**src/rtl/cnn_wt_pkg.sv**
```systemverilog
// Shared types for the CNN weight path: tap/kernel views of a ROM word and
// the state encoding of the layer-2 weight fetch sequencer.
package cnn_wt_pkg;

  localparam int TAP_WIDTH = 16;
  localparam int TAPS      = 9;

  // One signed filter tap; tap 0 sits in the least significant slice.
  typedef logic signed [TAP_WIDTH-1:0] tap_t;

  // A 3x3 kernel as packed taps, bit-compatible with one ROM word.
  typedef tap_t [TAPS-1:0] kernel_t;

  typedef enum logic [1:0] {
    ST_IDLE  = 2'd0,
    ST_FETCH = 2'd1,
    ST_DRAIN = 2'd2,
    ST_DONE  = 2'd3
  } wt_fetch_state_e;

endpackage

```
**src/rtl/wt_skid_fifo.sv**
```systemverilog
// Two-entry FIFO with the head entry held in a register that drives the
// outputs directly. A push while full is only accepted together with a pop.
module wt_skid_fifo #(
  parameter int WIDTH = 290
) (
  input  logic             clk,
  input  logic             rst_n,
  input  logic             push,
  input  logic [WIDTH-1:0] din,
  input  logic             pop,
  output logic [WIDTH-1:0] dout,
  output logic             valid,
  output logic [1:0]       count
);

  logic [WIDTH-1:0] head_reg;
  logic [WIDTH-1:0] tail_reg;
  logic [1:0]       count_reg;
  logic             do_pop;
  logic             do_push;

  assign do_pop  = pop && (count_reg != 2'd0);
  assign do_push = push && ((count_reg != 2'd2) || do_pop);

  // Head/tail storage and occupancy; head is always the oldest entry.
  always_ff @(posedge clk) begin
    if (!rst_n) begin
      head_reg  <= '0;
      tail_reg  <= '0;
      count_reg <= 2'd0;
    end else begin
      case ({do_push, do_pop})
        2'b10: begin
          if (count_reg == 2'd0) head_reg <= din;
          else                   tail_reg <= din;
          count_reg <= count_reg + 2'd1;
        end
        2'b01: begin
          if (count_reg == 2'd2) head_reg <= tail_reg;
          count_reg <= count_reg - 2'd1;
        end
        2'b11: begin
          if (count_reg == 2'd1) begin
            head_reg <= din;
          end else begin
            head_reg <= tail_reg;
            tail_reg <= din;
          end
        end
        default: ;
      endcase
    end
  end

  assign dout  = head_reg;
  assign valid = (count_reg != 2'd0);
  assign count = count_reg;

endmodule

```
**src/rtl/wt_fetch2.sv**
```systemverilog
// Read sequencer for the layer-2 weight ROM. Walks a word range two words per
// request (port A even offsets, port B odd offsets) and streams the pairs out
// through a small skid FIFO. Requests are credit-limited so that every word in
// flight always has a FIFO slot waiting for it.
module wt_fetch2
  import cnn_wt_pkg::*;
#(
  parameter int ADDR_WIDTH = 11,
  parameter int DATA_WIDTH = 144,
  parameter int TAP_WIDTH  = 16,
  parameter int TAPS       = 9,
  parameter int DEPTH      = 76
) (
  input  logic                  clk,
  input  logic                  rst_n,
  input  logic                  start,
  input  logic [ADDR_WIDTH-1:0] base_addr,
  input  logic [ADDR_WIDTH:0]   num_words,
  output logic                  busy,
  output logic                  done,
  output logic                  err,
  output logic [ADDR_WIDTH-1:0] rom_addr_a,
  output logic [ADDR_WIDTH-1:0] rom_addr_b,
  input  logic [DATA_WIDTH-1:0] rom_q_a,
  input  logic [DATA_WIDTH-1:0] rom_q_b,
  output logic                  out_valid,
  input  logic                  out_ready,
  output logic [DATA_WIDTH-1:0] out_word_a,
  output logic [DATA_WIDTH-1:0] out_word_b,
  output logic                  out_b_valid,
  output logic                  out_last
);

  localparam int WORD_BITS = TAPS * TAP_WIDTH;
  localparam int PAY_BITS  = 2 * WORD_BITS + 2;
  localparam logic [ADDR_WIDTH+1:0] DEPTH_END = (ADDR_WIDTH+2)'(DEPTH);
  localparam logic [ADDR_WIDTH+1:0] EXT_ONE   = (ADDR_WIDTH+2)'(1);
  localparam logic [ADDR_WIDTH+1:0] EXT_TWO   = (ADDR_WIDTH+2)'(2);
  localparam logic [ADDR_WIDTH+1:0] EXT_THREE = (ADDR_WIDTH+2)'(3);

  wt_fetch_state_e state_reg;

  logic [ADDR_WIDTH-1:0] base_reg;
  logic [ADDR_WIDTH-1:0] addr_a_reg;
  logic [ADDR_WIDTH-1:0] addr_b_reg;
  logic [ADDR_WIDTH:0]   num_reg;
  logic [ADDR_WIDTH:0]   ptr_reg;
  logic                  inflight_reg;
  logic                  tag_last_reg;
  logic                  tag_b_valid_reg;
  logic                  err_reg;

  logic [ADDR_WIDTH+1:0] range_end;
  logic [ADDR_WIDTH+1:0] ptr_ext;
  logic [ADDR_WIDTH+1:0] num_ext;
  logic [ADDR_WIDTH:0]   ptr_next;
  logic [ADDR_WIDTH-1:0] next_addr_a;
  logic                  pair_b_valid;
  logic                  pair_last;
  logic                  next_b_valid;
  logic [2:0]            occupancy;
  logic                  issue;
  logic                  pop;

  logic [PAY_BITS-1:0]   fifo_din;
  logic [PAY_BITS-1:0]   fifo_dout;
  logic                  fifo_valid;
  logic [1:0]            fifo_count;

  // Range bookkeeping; widened by one bit so base+num cannot wrap.
  assign range_end    = {2'b00, base_addr} + {1'b0, num_words};
  assign ptr_ext      = {1'b0, ptr_reg};
  assign num_ext      = {1'b0, num_reg};
  assign ptr_next     = ptr_reg + (ADDR_WIDTH+1)'(2);
  assign next_addr_a  = base_reg + ptr_next[ADDR_WIDTH-1:0];
  assign pair_b_valid = (ptr_ext + EXT_ONE) < num_ext;
  assign pair_last    = (ptr_ext + EXT_TWO) >= num_ext;
  assign next_b_valid = (ptr_ext + EXT_THREE) < num_ext;

  // A pair may be requested only if a FIFO slot is guaranteed when it returns;
  // a pop in this cycle frees a slot in time.
  assign pop       = fifo_valid & out_ready;
  assign occupancy = {1'b0, fifo_count} + {2'b00, inflight_reg};
  assign issue     = (state_reg == ST_FETCH) && (occupancy < (3'd2 + {2'b00, pop}));

  // Sequencer: accepts/rejects starts, advances the pair pointer, and waits
  // for the stream to drain before signalling completion.
  always_ff @(posedge clk) begin
    if (!rst_n) begin
      state_reg  <= ST_IDLE;
      base_reg   <= '0;
      num_reg    <= '0;
      ptr_reg    <= '0;
      addr_a_reg <= '0;
      addr_b_reg <= '0;
      err_reg    <= 1'b0;
    end else begin
      err_reg <= 1'b0;
      case (state_reg)
        ST_IDLE: begin
          if (start) begin
            if (num_words == '0) begin
              state_reg <= ST_DONE;
            end else if (range_end > DEPTH_END) begin
              err_reg <= 1'b1;
            end else begin
              base_reg   <= base_addr;
              num_reg    <= num_words;
              ptr_reg    <= '0;
              addr_a_reg <= base_addr;
              addr_b_reg <= (num_words > (ADDR_WIDTH+1)'(1)) ?
                            base_addr + (ADDR_WIDTH)'(1) : base_addr;
              state_reg  <= ST_FETCH;
            end
          end
        end
        ST_FETCH: begin
          if (issue) begin
            ptr_reg <= ptr_next;
            if (pair_last) begin
              state_reg <= ST_DRAIN;
            end else begin
              addr_a_reg <= next_addr_a;
              addr_b_reg <= next_b_valid ? next_addr_a + (ADDR_WIDTH)'(1) : next_addr_a;
            end
          end
        end
        ST_DRAIN: begin
          if (!inflight_reg && ((fifo_count == 2'd0) || ((fifo_count == 2'd1) && pop)))
            state_reg <= ST_DONE;
        end
        default: state_reg <= ST_IDLE;
      endcase
    end
  end

  // Tracks the pair currently inside the ROM pipeline and its beat tags.
  always_ff @(posedge clk) begin
    if (!rst_n) begin
      inflight_reg    <= 1'b0;
      tag_last_reg    <= 1'b0;
      tag_b_valid_reg <= 1'b0;
    end else begin
      inflight_reg <= issue;
      if (issue) begin
        tag_last_reg    <= pair_last;
        tag_b_valid_reg <= pair_b_valid;
      end
    end
  end

  // Port B data of a lone tail word is a duplicate read and is zeroed here.
  assign fifo_din = {tag_last_reg, tag_b_valid_reg,
                     (tag_b_valid_reg ? rom_q_b : '0), rom_q_a};

  wt_skid_fifo #(
    .WIDTH (PAY_BITS)
  ) u_skid (
    .clk   (clk),
    .rst_n (rst_n),
    .push  (inflight_reg),
    .din   (fifo_din),
    .pop   (pop),
    .dout  (fifo_dout),
    .valid (fifo_valid),
    .count (fifo_count)
  );

  assign rom_addr_a  = addr_a_reg;
  assign rom_addr_b  = addr_b_reg;
  assign out_valid   = fifo_valid;
  assign out_word_a  = fifo_dout[WORD_BITS-1:0];
  assign out_word_b  = fifo_dout[2*WORD_BITS-1:WORD_BITS];
  assign out_b_valid = fifo_dout[2*WORD_BITS];
  assign out_last    = fifo_dout[2*WORD_BITS+1];
  assign busy        = (state_reg == ST_FETCH) || (state_reg == ST_DRAIN);
  assign done        = (state_reg == ST_DONE);
  assign err         = err_reg;

endmodule

```
**config.mk**
```make
export PLATFORM = sky130hd
export DESIGN_NAME = wt_fetch2
export DESIGN_NICKNAME = d
export VERILOG_FILES = /design/src/rtl/cnn_wt_pkg.sv /design/src/rtl/wt_skid_fifo.sv /design/src/rtl/wt_fetch2.sv
export SDC_FILE = /design/constraint.sdc
export NUM_CORES = 2
export LEC_CHECK = 0
export ABC_AREA = 1
export BUFFER_PORTS_ARGS = -buffer_cell sky130_fd_sc_hd__buf_2
export CAP_MARGIN = 25
export CORE_AREA = 2 2 248 250
export DETAILED_ROUTE_END_ITERATION = 10
export DIE_AREA = 0 0 250 252
export PLACE_DENSITY = 0.79
export SLEW_MARGIN = 0
export SYNTH_ARGS = -nofsm -noshare
export SYNTH_HDL_FRONTEND = slang
export SYNTH_SLANG_ARGS = --single-unit
export TNS_END_PERCENT = 5
```
**constraint.sdc**
```tcl
create_clock -name clk -period 3.84 [get_ports clk]
set_clock_uncertainty 0.1 [all_clocks]
set_input_delay 0.192 -clock clk [delete_from_list [all_inputs] [get_ports clk]]
set_output_delay 0.192 -clock clk [all_outputs]
set_load 0.005 [all_outputs]
```
==> impl_metrics.py <==
metrics = {
    "placed_design": {
        "hpwlAfterDp_um": 54900,
        "port_buffers": 630,
        "gp_congestion": 0.895,
        "dp_slack_ns": 0.548,
        "dp_cells": 4927,
    },
    "floorplan": {
        "start_util": 0.460,
        "num_io_pins": 631,
        "row_count": 90,
        "dieArea_um2": 63000,
        "die_height_um": 252,
        "die_width_um": 250,
        "coreArea_um2": 60100,
    },
    "clock_tree": {
        "clockBufferDepth": 3,
        "cts-root-buf": "clkbuf_16",
        "clk_pin_slew_ns": 0.06,
        "numCtsBuffers": 70,
        "cts_resized": 0,
        "clkSinkCount": 644,
        "worstSkewPairLatency_ns": 0.60,
        "cts_max_level": 3,
        "tritoncts": "done",
    },
    "critical_path": {
        "end_kind": "register",
        "startpoint_type": "register",
        "cp-startpoint": "u_skid.count[1]",
        "worstPathRequired_ns": 4.29,
        "critical_path_arrival_ns": 3.86,
        "rr_worst_depth": 11,
        "crit_path_max_fanout": 193,
        "worstReg2RegEnd": "u_skid.tail_reg[193]",
        "r2r-start": "u_skid.count[1]",
        "critical_path_class": "register to register",
        "r2r_setup_slack_ns": 0.44,
    },
    "synth": {
        "synth_top_cell_area_share": 0.466,
        "synth_top_area_cell": "dfxtp_1",
        "synthArstFlopShare": 0,
        "ys.warnings.count": 0,
        "synth_edf_count": 0,
        "syn_avg_cell_area_um2": 7.32,
        "synth-main-ff-cell": "dfxtp_1",
        "synth-seq-cells": 644,
        "synth.net_count": 4164,
        "synth_area_um2": 27700,
        "seq_area_frac_synth": 0.466,
        "yosysUniqueCellTypes": 41,
        "synth_area_leaders": "dfxtp_1 47%, o21ai_0 12%, nand2_1 11%, nor2_1 6.1%, a21oi_1 5.3%",
        "syn_inst": 3782,
    },
    "routing": {
        "via_per_inst": 5.54,
        "dr.pass1.iters": 7,
        "wl_per_cell_um": 17.5,
        "wl_um": 94600,
        "drtIter0Drc": 2785,
        "num_vias": 29930,
        "ant_nets": 0,
        "drc": 0,
    },
    "global_route": {
        "first_global_vias": 28251,
        "grt.overflow.total": 0,
        "grt_max_degree": 227,
        "track_usage": 0.284,
        "grt_pass1_wl_um": 148000,
        "antenna_found_initial": 6,
    },
    "finish": {
        "layout_commonest_cell": "nand2_1",
        "seq_area_um2": 12900,
        "fin_nets": 4939,
        "fillers": 4912,
        "syn2layout_area_growth_pct": 33.5,
        "layout_common_cells": "823 x nand2_1, 680 x o21ai_0, 643 x dfxtp_1, 629 x buf_2, 448 x nor2_1",
        "multi_input_area_um2": 13200,
        "finalNonFillerCells": 5400,
        "final_layout_size_suffix_gt1_frac": 0.175,
    },
    "flow_run": {
        "max_cap_violations": 0,
    },
    "worst_hold_path": {
        "hp-start": "num_words[11]",
        "hold_class": "input pin to register",
        "whs_path_depth": 8,
        "min_to": "err",
    },
    "power_and_ir_drop": {
        "p_leak_nw": 17.2,
        "peakVddDrop_uv": 650,
        "power_density_nw_per_um2": 587,
    },
    "sta": {
        "tns_ns": 0,
        "fin_crit_ns": 3.40,
        "tightest_slew_ns": 1.22,
        "max_freq_mhz": 294,
        "fin_ws_ns": 0.436,
        "setup_viol": 0,
        "slew_violations": 0,
        "rsz0062_at_grt": "no",
        "slew_headroom": 0.185,
        "finalHoldViolations": 0,
        "finalCritPeriodShare": 0.886,
    },
    "status": {
        "status": "complete, no violations",
    },
}
-- cell families after synthesis --
group,synth area share
AOI/OAI and AO/OA,0.238
xor gates and xnor gates,0.00633
adders and majority gates,0.0305
buffers and inverters,0.0585
DFF,0.466
and+or+nand+nor,0.201
-- through the flow --
stage | cell area (um2) | power [mW] | hold slack, ns | util
finish | 37000 | 21.7 | 0.169 | 0.614
detailed placement | 31200 | 14.3 | 0.334 | 0.518
global placement | 31100 | 14.2 | 0.330 | 0.518
floorplan | 27700 | 12.1 | 0.227 | -
CTS | 36900 | 21.5 | 0.136 | 0.614
global route | 36900 | 22.8 | 0.224 | 0.614
-- how the worst max path moves through the flow --
stage | depth (start not counted) | end
global route | 18 | rom_addr_b[9]
floorplan | 17 | rom_addr_b[9]
CTS | 16 | rom_addr_b[2]
finish | 11 | u_skid.tail_reg[193]
global placement | 18 | rom_addr_b[9]
detailed placement | 17 | rom_addr_b[8]
-- where the power goes --
group          internal [mW]  switching [mW]
Clock                   4.04            2.84
Combinational           2.29            4.53
Sequential              7.52           0.468
Total                   13.8            7.84
-- cells in the mapped netlist (5+ instances only) --
| cell | instances |
|---|---|
| nand2_1 | 824 |
| o21ai_0 | 680 |
| dfxtp_1 | 644 |
| nor2_1 | 449 |
| a21oi_1 | 292 |
| clkbuf_1 | 276 |
| a31oi_1 | 146 |
| inv_1 | 109 |
| a211oi_1 | 89 |
| nand3_1 | 74 |
| ha_1 | 66 |
| nand4_1 | 21 |
| buf_2 | 14 |
| xor2_1 | 14 |
| nor3_1 | 13 |
| buf_1 | 11 |
| xnor2_1 | 6 |
| nand3b_1 | 5 |
| o211ai_1 | 5 |
-- what timing repair did --
action | 4_1_cts | 5_1_grt
buffers inserted | 0 | 0
endpoints found under the hold margin | 605 | 0
hold buffers | 340 | 0
-- cell type report --
type	instances	share of cell area
multi-input cells	2720	0.357
clock inverters	22	0.00789
clock buffers	103	0.0560
inverters	111	0.0117
diodes	8	0.000542
well taps	782	0.0265
flip-flops and latches	644	0.349
repair buffers	1010	0.191
-- metal layers --
layer / part of all wire / GRT usage / vias up
li1: - / - / 14331
met1: 0.39 / 0.340 / 13660
met2: 0.47 / 0.468 / 1505
met3: 0.079 / 0.0645 / 434
met4: 0.062 / 0.172 / 0
met5: 0 / 0 / -
-- worst max-delay path, stage by stage, from the launching register on --
cell	delay [ns]
dfxtp_1	0.39
inv_1	0.09
ha_1	0.20
inv_1	0.10
nand2_1	0.11
nor2_1	0.22
nand2_1	0.13
nand2_4	0.38
buf_12	0.59
o21ai_0	0.22
a21oi_1	0.18
dlygate4sd3_1	0.56
(Power assumes the default switching activity.)
